`src/rtl/mode_sel_pkg.sv`:
```
// Shared mode-select definitions: debounce FSM encoding, default constants, mode wrap helper.
// Latency: n/a (types and constants only).
// Backpressure: n/a.
package mode_sel_pkg;

    // 20 ms at 50 MHz
    localparam int DEF_DEBOUNCE_CYCLES = 1000000;
    localparam int DEF_NUM_MODES       = 4;
    localparam int MODE_W              = 2;

    typedef enum logic [1:0] {
        ST_IDLE         = 2'd0,
        ST_PRESS_WAIT   = 2'd1,
        ST_PRESSED      = 2'd2,
        ST_RELEASE_WAIT = 2'd3
    } db_state_t;

    // Advance the mode index, wrapping from num_modes-1 back to 0 so an
    // out-of-range select can never reach the clock-divider mux.
    function automatic logic [MODE_W-1:0] next_mode(input logic [MODE_W-1:0] cur,
                                                    input int               num_modes);
        if (int'(cur) >= num_modes - 1) begin
            return '0;
        end
        return cur + MODE_W'(1);
    endfunction

endpackage

```
`src/rtl/sync_2ff.sv`:
```
// Two-flop synchronizer bringing an asynchronous board input into the clk domain.
// Latency: 2 clk edges from input to output.
// Backpressure: none; samples every cycle.
module sync_2ff (
    input  logic i_clk,
    input  logic i_rst_n,
    input  logic i_d,
    output logic o_q
);

    logic r_meta;
    logic r_sync;

    // First flop may go metastable; second flop gives it a full cycle to resolve.
    always_ff @(posedge i_clk) begin
        if (!i_rst_n) begin
            r_meta <= 1'b0;
            r_sync <= 1'b0;
        end else begin
            r_meta <= i_d;
            r_sync <= r_meta;
        end
    end

    assign o_q = r_sync;

endmodule

```
`src/rtl/mode_select_debounce.sv`:
```
// Debounces a push-button and steps a mode index once per accepted press.
// Latency: mode_change rises DEBOUNCE_CYCLES+2 edges after btn first goes high.
// Backpressure: none; every outcome is registered, no auto-repeat while held.
module mode_select_debounce
    import mode_sel_pkg::*;
#(
    parameter int DEBOUNCE_CYCLES = DEF_DEBOUNCE_CYCLES,
    parameter int NUM_MODES       = DEF_NUM_MODES
) (
    input  logic              clk,
    input  logic              reset,
    input  logic              btn,
    output logic [MODE_W-1:0] mode,
    output logic              mode_change,
    output logic              btn_level
);

    localparam int                CNT_W    = $clog2(DEBOUNCE_CYCLES + 1);
    localparam logic [CNT_W-1:0]  CNT_LAST = CNT_W'(DEBOUNCE_CYCLES - 1);
    localparam logic [CNT_W-1:0]  CNT_ONE  = CNT_W'(1);

    logic              w_btn_s;
    db_state_t         r_state;
    db_state_t         w_state_nxt;
    logic [CNT_W-1:0]  r_cnt;
    logic [CNT_W-1:0]  w_cnt_nxt;
    logic [MODE_W-1:0] r_mode;
    logic [MODE_W-1:0] w_mode_nxt;
    logic              r_mode_change;
    logic              w_mode_change_nxt;
    logic              r_btn_level;
    logic              w_btn_level_nxt;

    sync_2ff u_sync_btn (
        .i_clk   (clk),
        .i_rst_n (reset),
        .i_d     (btn),
        .o_q     (w_btn_s)
    );

    // Debounce FSM: a level is accepted only after DEBOUNCE_CYCLES identical samples.
    always_comb begin
        w_state_nxt       = r_state;
        w_cnt_nxt         = r_cnt;
        w_mode_nxt        = r_mode;
        w_mode_change_nxt = 1'b0;
        case (r_state)
            ST_IDLE: begin
                if (w_btn_s) begin
                    w_state_nxt = ST_PRESS_WAIT;
                    w_cnt_nxt   = CNT_ONE;
                end else begin
                    w_cnt_nxt   = '0;
                end
            end
            ST_PRESS_WAIT: begin
                if (!w_btn_s) begin
                    // bounce: drop the partial count, mode untouched
                    w_state_nxt = ST_IDLE;
                    w_cnt_nxt   = '0;
                end else if (r_cnt == CNT_LAST) begin
                    w_state_nxt       = ST_PRESSED;
                    w_cnt_nxt         = '0;
                    w_mode_nxt        = next_mode(r_mode, NUM_MODES);
                    w_mode_change_nxt = 1'b1;
                end else begin
                    w_cnt_nxt   = r_cnt + CNT_ONE;
                end
            end
            ST_PRESSED: begin
                // holding never re-triggers; only a release moves us on
                if (!w_btn_s) begin
                    w_state_nxt = ST_RELEASE_WAIT;
                    w_cnt_nxt   = CNT_ONE;
                end else begin
                    w_cnt_nxt   = '0;
                end
            end
            ST_RELEASE_WAIT: begin
                if (w_btn_s) begin
                    // release glitch: still pressed, no new increment
                    w_state_nxt = ST_PRESSED;
                    w_cnt_nxt   = '0;
                end else if (r_cnt == CNT_LAST) begin
                    w_state_nxt = ST_IDLE;
                    w_cnt_nxt   = '0;
                end else begin
                    w_cnt_nxt   = r_cnt + CNT_ONE;
                end
            end
            default: begin
                w_state_nxt = ST_IDLE;
                w_cnt_nxt   = '0;
            end
        endcase
        w_btn_level_nxt = (w_state_nxt == ST_PRESSED) || (w_state_nxt == ST_RELEASE_WAIT);
    end

    // State and all outputs registered so the mux select never glitches between edges.
    always_ff @(posedge clk) begin
        if (!reset) begin
            r_state       <= ST_IDLE;
            r_cnt         <= '0;
            r_mode        <= '0;
            r_mode_change <= 1'b0;
            r_btn_level   <= 1'b0;
        end else begin
            r_state       <= w_state_nxt;
            r_cnt         <= w_cnt_nxt;
            r_mode        <= w_mode_nxt;
            r_mode_change <= w_mode_change_nxt;
            r_btn_level   <= w_btn_level_nxt;
        end
    end

    assign mode        = r_mode;
    assign mode_change = r_mode_change;
    assign btn_level   = r_btn_level;

endmodule

```
`config.mk`:
```
export PLATFORM = sky130hd
export DESIGN_NAME = mode_select_debounce
export DESIGN_NICKNAME = d
export VERILOG_FILES = /design/src/rtl/mode_sel_pkg.sv /design/src/rtl/sync_2ff.sv /design/src/rtl/mode_select_debounce.sv
export SDC_FILE = /design/constraint.sdc
export NUM_CORES = 1
export LEC_CHECK = 0
export CAP_MARGIN = 15
export CORE_MARGIN = 2
export CORE_UTILIZATION = 45
export DETAILED_ROUTE_END_ITERATION = 12
export PLACE_DENSITY = 0.6
export RECOVER_POWER = 50
export SLEW_MARGIN = 25
export SYNTH_ARGS = -nofsm -noshare
export SYNTH_HDL_FRONTEND = slang
export SYNTH_SLANG_ARGS = --single-unit
```
`constraint.sdc`:
```
create_clock -name clk -period 3.4 [get_ports clk]
set_input_delay 0.34 -clock clk [delete_from_list [all_inputs] [get_ports clk]]
set_output_delay 0.34 -clock clk [all_outputs]
set_load 0.005 [all_outputs]
```
# --- Word level (Yosys, flattened, before mapping) ---
# Index checks and enable logic that the tools add are counted.
word_totals:
  register_bits: 28
  input_bits: 3
  elab_cells: 40
op_classes:
  n_addsub: 2
  n_lt_le_gt_ge: 1
  n_eq_ne: 6
  muxes: 20
  reduce_logical: 4
op_table:
  columns: ["op", "count"]
  rows:
  - ["one-hot mux 20 bit (4 select lines)", 1]
  - ["2-to-1 mux 20 bit", 3]
  - ["adder 20 x 1 -> 20 bit, second input constant", 1]
  - ["== test 20 bit, second input constant", 1]
  - ["2-to-1 mux 2 bit", 8]
  - ["== test 2 bit, second input constant", 4]
  - ["one-hot mux 2 bit (4 select lines)", 1]
  - ["2-to-1 mux 1 bit", 7]
  - ["AND reduction 3 bit", 2]
  - ["adder 2 x 1 -> 2 bit, second input constant", 1]
  - ["== test 2 x 1 -> 1 bit, second input constant", 1]
  - ["greater-or-equal comparator 2 bit, second input constant", 1]
  - ["zero test 2 bit", 1]
  - ["logical OR 1 bit", 1]

# --- Depth between registers and ports, before layout ---
depth:
  depth_word: 6
  depth_mapped: 7
  mapped_depth_nobuf: 5

# --- Hierarchy ---
# From an unflattened synthesis, not the netlist that was laid out.
unflattened:
  hier_cells: 137
  hier_area_um2: 1218.7
by_module_without_submodules:
  columns: ["mod", "n_inst", "cells_per_inst", "area_each_um2", "seq_area_each_um2"]
  rows:
  - ["mode_select_debounce", 1, 133, 1166.1, 500.5]
  - ["sync_2ff", 1, 4, 52.6, 40.0]

# --- Worst setup path before layout ---
# No wires, ideal clock.
synth_path:
  kind: "reg-to-reg"
  start: "reg r_cnt[0]"
  end: "reg r_cnt[10]"
  arrival_time_ns: 1.540
  t_required_ns: 3.285
  path_slack_ns: 1.745
  path_stages_with_launch: 8
  synth_period_minus_slack_ns: 1.655
  path_cell_list: "dfxtp_1 -> ha_1 -> and4_1 -> buf_4 -> nand4_4 -> o2111ai_4 -> buf_4 -> nor2_1"
synth_via:
  elab_chain_cells: 4
  elab_cells_between_ends: 6
synth_lines:
  columns: ["element", "line_no", "rtl"]
  rows:
  - ["start, declared", "mode_select_debounce.sv:25", "logic [CNT_W-1:0] r_cnt;"]
  - ["start signal, assigned", "mode_select_debounce.sv:109", "r_cnt <= w_cnt_nxt;"]
  - ["adder 20 x 1 -> 20 bit / == test 20 bit (equally long branches)", null, null]
  - ["2-to-1 mux 20 bit *", "mode_select_debounce.sv:61, mode_select_debounce.sv:84", null]
  - ["2-to-1 mux 20 bit, on equally long branches", "mode_select_debounce.sv:80, mode_select_debounce.sv:57", null]
  - ["one-hot mux 20 bit (4 select lines) *", "mode_select_debounce.sv:47", "case (r_state)"]
# Mark *: on every way between the ends. The rest lies on a longest branch, timed or not.
# A chain may end at the register's enable or synchronous reset.

# --- Final worst setup path ---
# Same ends and word-level chain as after synthesis.

==> flow_summary.toml <==
[cts]
clkTransAtPathRegs_ns = 0.14
postCtsSetupBuffers = 0
cts_hold_buf = 0
insertion_delay_ns = 0.31
clock-sinks = 27
clock_path_buffers = 2
cts_tree = "done"
htreeDepth = 1
cts_buffers = 3
ctsResizeCount = 0
cts_root_buffer = "clkbuf_4"

[route]
drc = 0
via_per_inst = 5.61
first_iter_violations = 10
wirelength_um = 2240
wl_per_cell_um = 13.4
num_vias = 943
first_pass_iters = 4
drtAntennaViolNets = 0

[pwr]
comb_power_share_pct = 1.6
p_leak_nw = 0.421
switching_share_pct = 20.2
ir_drop_uv = 261
p_seq_share_pct = 69.4
cellPowerDensity_mw_per_mm2 = 351
p_sw_mw = 0.0929
p_clk_share_pct = 29.0
internal_power_mw = 0.367

[cells_and_area]
area_growth_pct = 6.93
layout_common_cells = "dfxtp_1 (27), nor2_1 (13), nand2_1 (12), xor2_1 (10), a21oi_1 (7)"
drive_gt1_share_pct = 5.07
final_nets = 144
instances_no_fill = 168
layout_commonest_cell = "dfxtp_1"
stdcell_area_mm2 = 0.00131
antennaDiodeCount = 0

[setup_path]
critical_path.top_delay_family = "simple AND/OR/NAND/NOR gates"
path_cells = "ha_1 -> and4_1 -> nand4_1 -> o2111ai_4 -> nor2_1"
worstSetupPathType = "reg -> reg"
r2r-end = "r_cnt[10]"
rr_worst_depth = 5
cp_num_buf_inv = 0
critPathMaxFanout = 19
cp-start-kind = "register"
cp.required_ns = 3.60
rrSetupSlack_ns = 1.34
max_stage_delay_ns = 0.58
crit_start = "r_cnt[0]"
cp.arrival_ns = 2.25
r2r_start = "r_cnt[0]"
crit_path_end_kind = "register"
slowest_stage = "o2111ai_4"

[synthesis]
netlist_area_mm2 = 0.00123
ys_seq_area_share_pct = 44.0
yosysWarnings = 0
synth-edff-count = 0
syn_nets = 136
ys_ff_latch = 27
synth_cell_type_count = 34
netlist_instances = 131
async_reset_ff_share_pct = 0
synth_area_leader_cell = "dfxtp_1"
synth_area_leaders = "dfxtp_1 (44%), xor2_1 (7.1%), nor2_1 (4.0%)"
syn_avg_cell_area_um2 = 9.37
synth_top_cell_area_share_pct = 44.0
synth_flop_cell = "dfxtp_1"

[global_route]
grt_max_degree = 20
grt_use_met2_pct = 26.2
met3_usage_pct = 3.02
grt_pass1_wl_um = 3860
gr-max-usage-layer = "met2"
grt_usage_pct = 15.0
grt.met1_usage_pct = 17.6
grt_overflow = 0
antenna_found_initial = 0
grt_pass1_vias = 884

[timing]
finalSetupTns_ns = 0
rsz0062_at_grt = "no"
clock_skew_ns = 0.00466
slew_headroom_pct = 62.2
fmaxAchievable_ghz = 0.487
holdWs_ns = 0.453
drv_slew = 0
finalCritPeriodShare_pct = 60.4
fin_crit_ns = 2.06
worst_pin_slew_ns = 0.566
setup_ws_ns = 1.34
final_hold_viol_count = 0
setup_viol = 0

[die]
die_w_um = 56.2
pin_count = 7
die_h_um = 56.2
start_util_pct = 48.7
core_mm2 = 0.00252
dieArea_mm2 = 0.00316
core.rowCount = 18

[min_path]
min_to = "u_sync_btn.o_q"
holdPathStages = 1
worstHoldStart = "u_sync_btn.r_meta"
worstHoldPathType = "reg -> reg"

[placed_design]
io_buffers = 6
pre_cts_ws_ns = 1.47
dp_hpwl_um = 1620
dp.cells = 164
place_area_mm2 = 0.00131
place.gp.congestion = 0.755

[flow_run]
drv_cap = 0

[run_status]
status = "completed"
[per-stage QoR]
| stage | total power, mW | utilization, % |
|---|---|---|
| after floorplan | 0.331 | - |
| after global placement | 0.334 | 51.8 |
| after detailed placement | 0.334 | 51.8 |
| after CTS | 0.469 | 52.8 |
| after global routing | 0.480 | 52.0 |
| final | 0.460 | 52.0 |
[kinds of logic after synthesis]
| family | Yosys count | synth area share, % |
|---|---|---|
| DFF | 27 | 44.0 |
| buffers and inverters | 8 | 3.06 |
| muxes | 2 | 1.63 |
| xor gates and xnor gates | 12 | 8.56 |
| and+or+nand+nor | 62 | 30.2 |
| adders and majority gates | 2 | 2.04 |
| AOI/OAI and AO/OA | 18 | 10.5 |
[power by group through the flow]
stage	Clock (mW)	Combinational, mW	Sequential, mW
6_report	0.134	0.00730	0.319
5_1_grt	0.151	0.00856	0.320
4_1_cts	0.142	0.00764	0.319
3_5_place_dp	0	0.00756	0.326
3_3_place_gp	0	0.00756	0.326
2_1_floorplan	0	0.00487	0.326
[cells in the mapped netlist (all sizes together), types with 2 or more instances]
cell type	n
a21oi	7
and2	3
and4	4
buf	2
dfxtp	27
ha	2
inv	5
mux2i	2
nand2	12
nand3	6
nand4	6
nor2	13
nor3	2
nor4	3
nor4b	2
o21ai	4
o31ai	3
or3	5
or4	3
xnor2	2
xor2	10
[registers in the layout (all words and copies together) (netlist names)]
signal and count:
r_cnt 20, mode 2, r_state 2, mode_change 1, u_sync_btn.o_q 1, u_sync_btn.r_meta 1
[layer usage]
metal  wire length (µm)  up-vias
li1                   -      488
met1               1110      447
met5                  0        -
met3                 59        2
met4                 18        0
met2               1060        6
[layout make-up]
cell class                      count  area, µm²
Fill cell                         253       1210
Tap cell                           30       37.5
Timing Repair Buffer                6       60.1
Multi-Input combinational cell     96        629
Inverter                            5       18.8
Clock buffer                        4       26.3
Sequential cell                    27        541
[worst max path at each step]
stage                      endpoint  slack, ns  cells after the start
after floorplan           r_cnt[10]       1.75                      7
after global placement     r_cnt[3]       1.55                      5
after detailed placement   r_cnt[9]       1.47                      5
after CTS                  r_cnt[9]       1.46                      5
after global routing       r_cnt[7]       1.18                      5
final                     r_cnt[10]       1.34                      5
No activity file was read; power rests on OpenSTA's default activity.
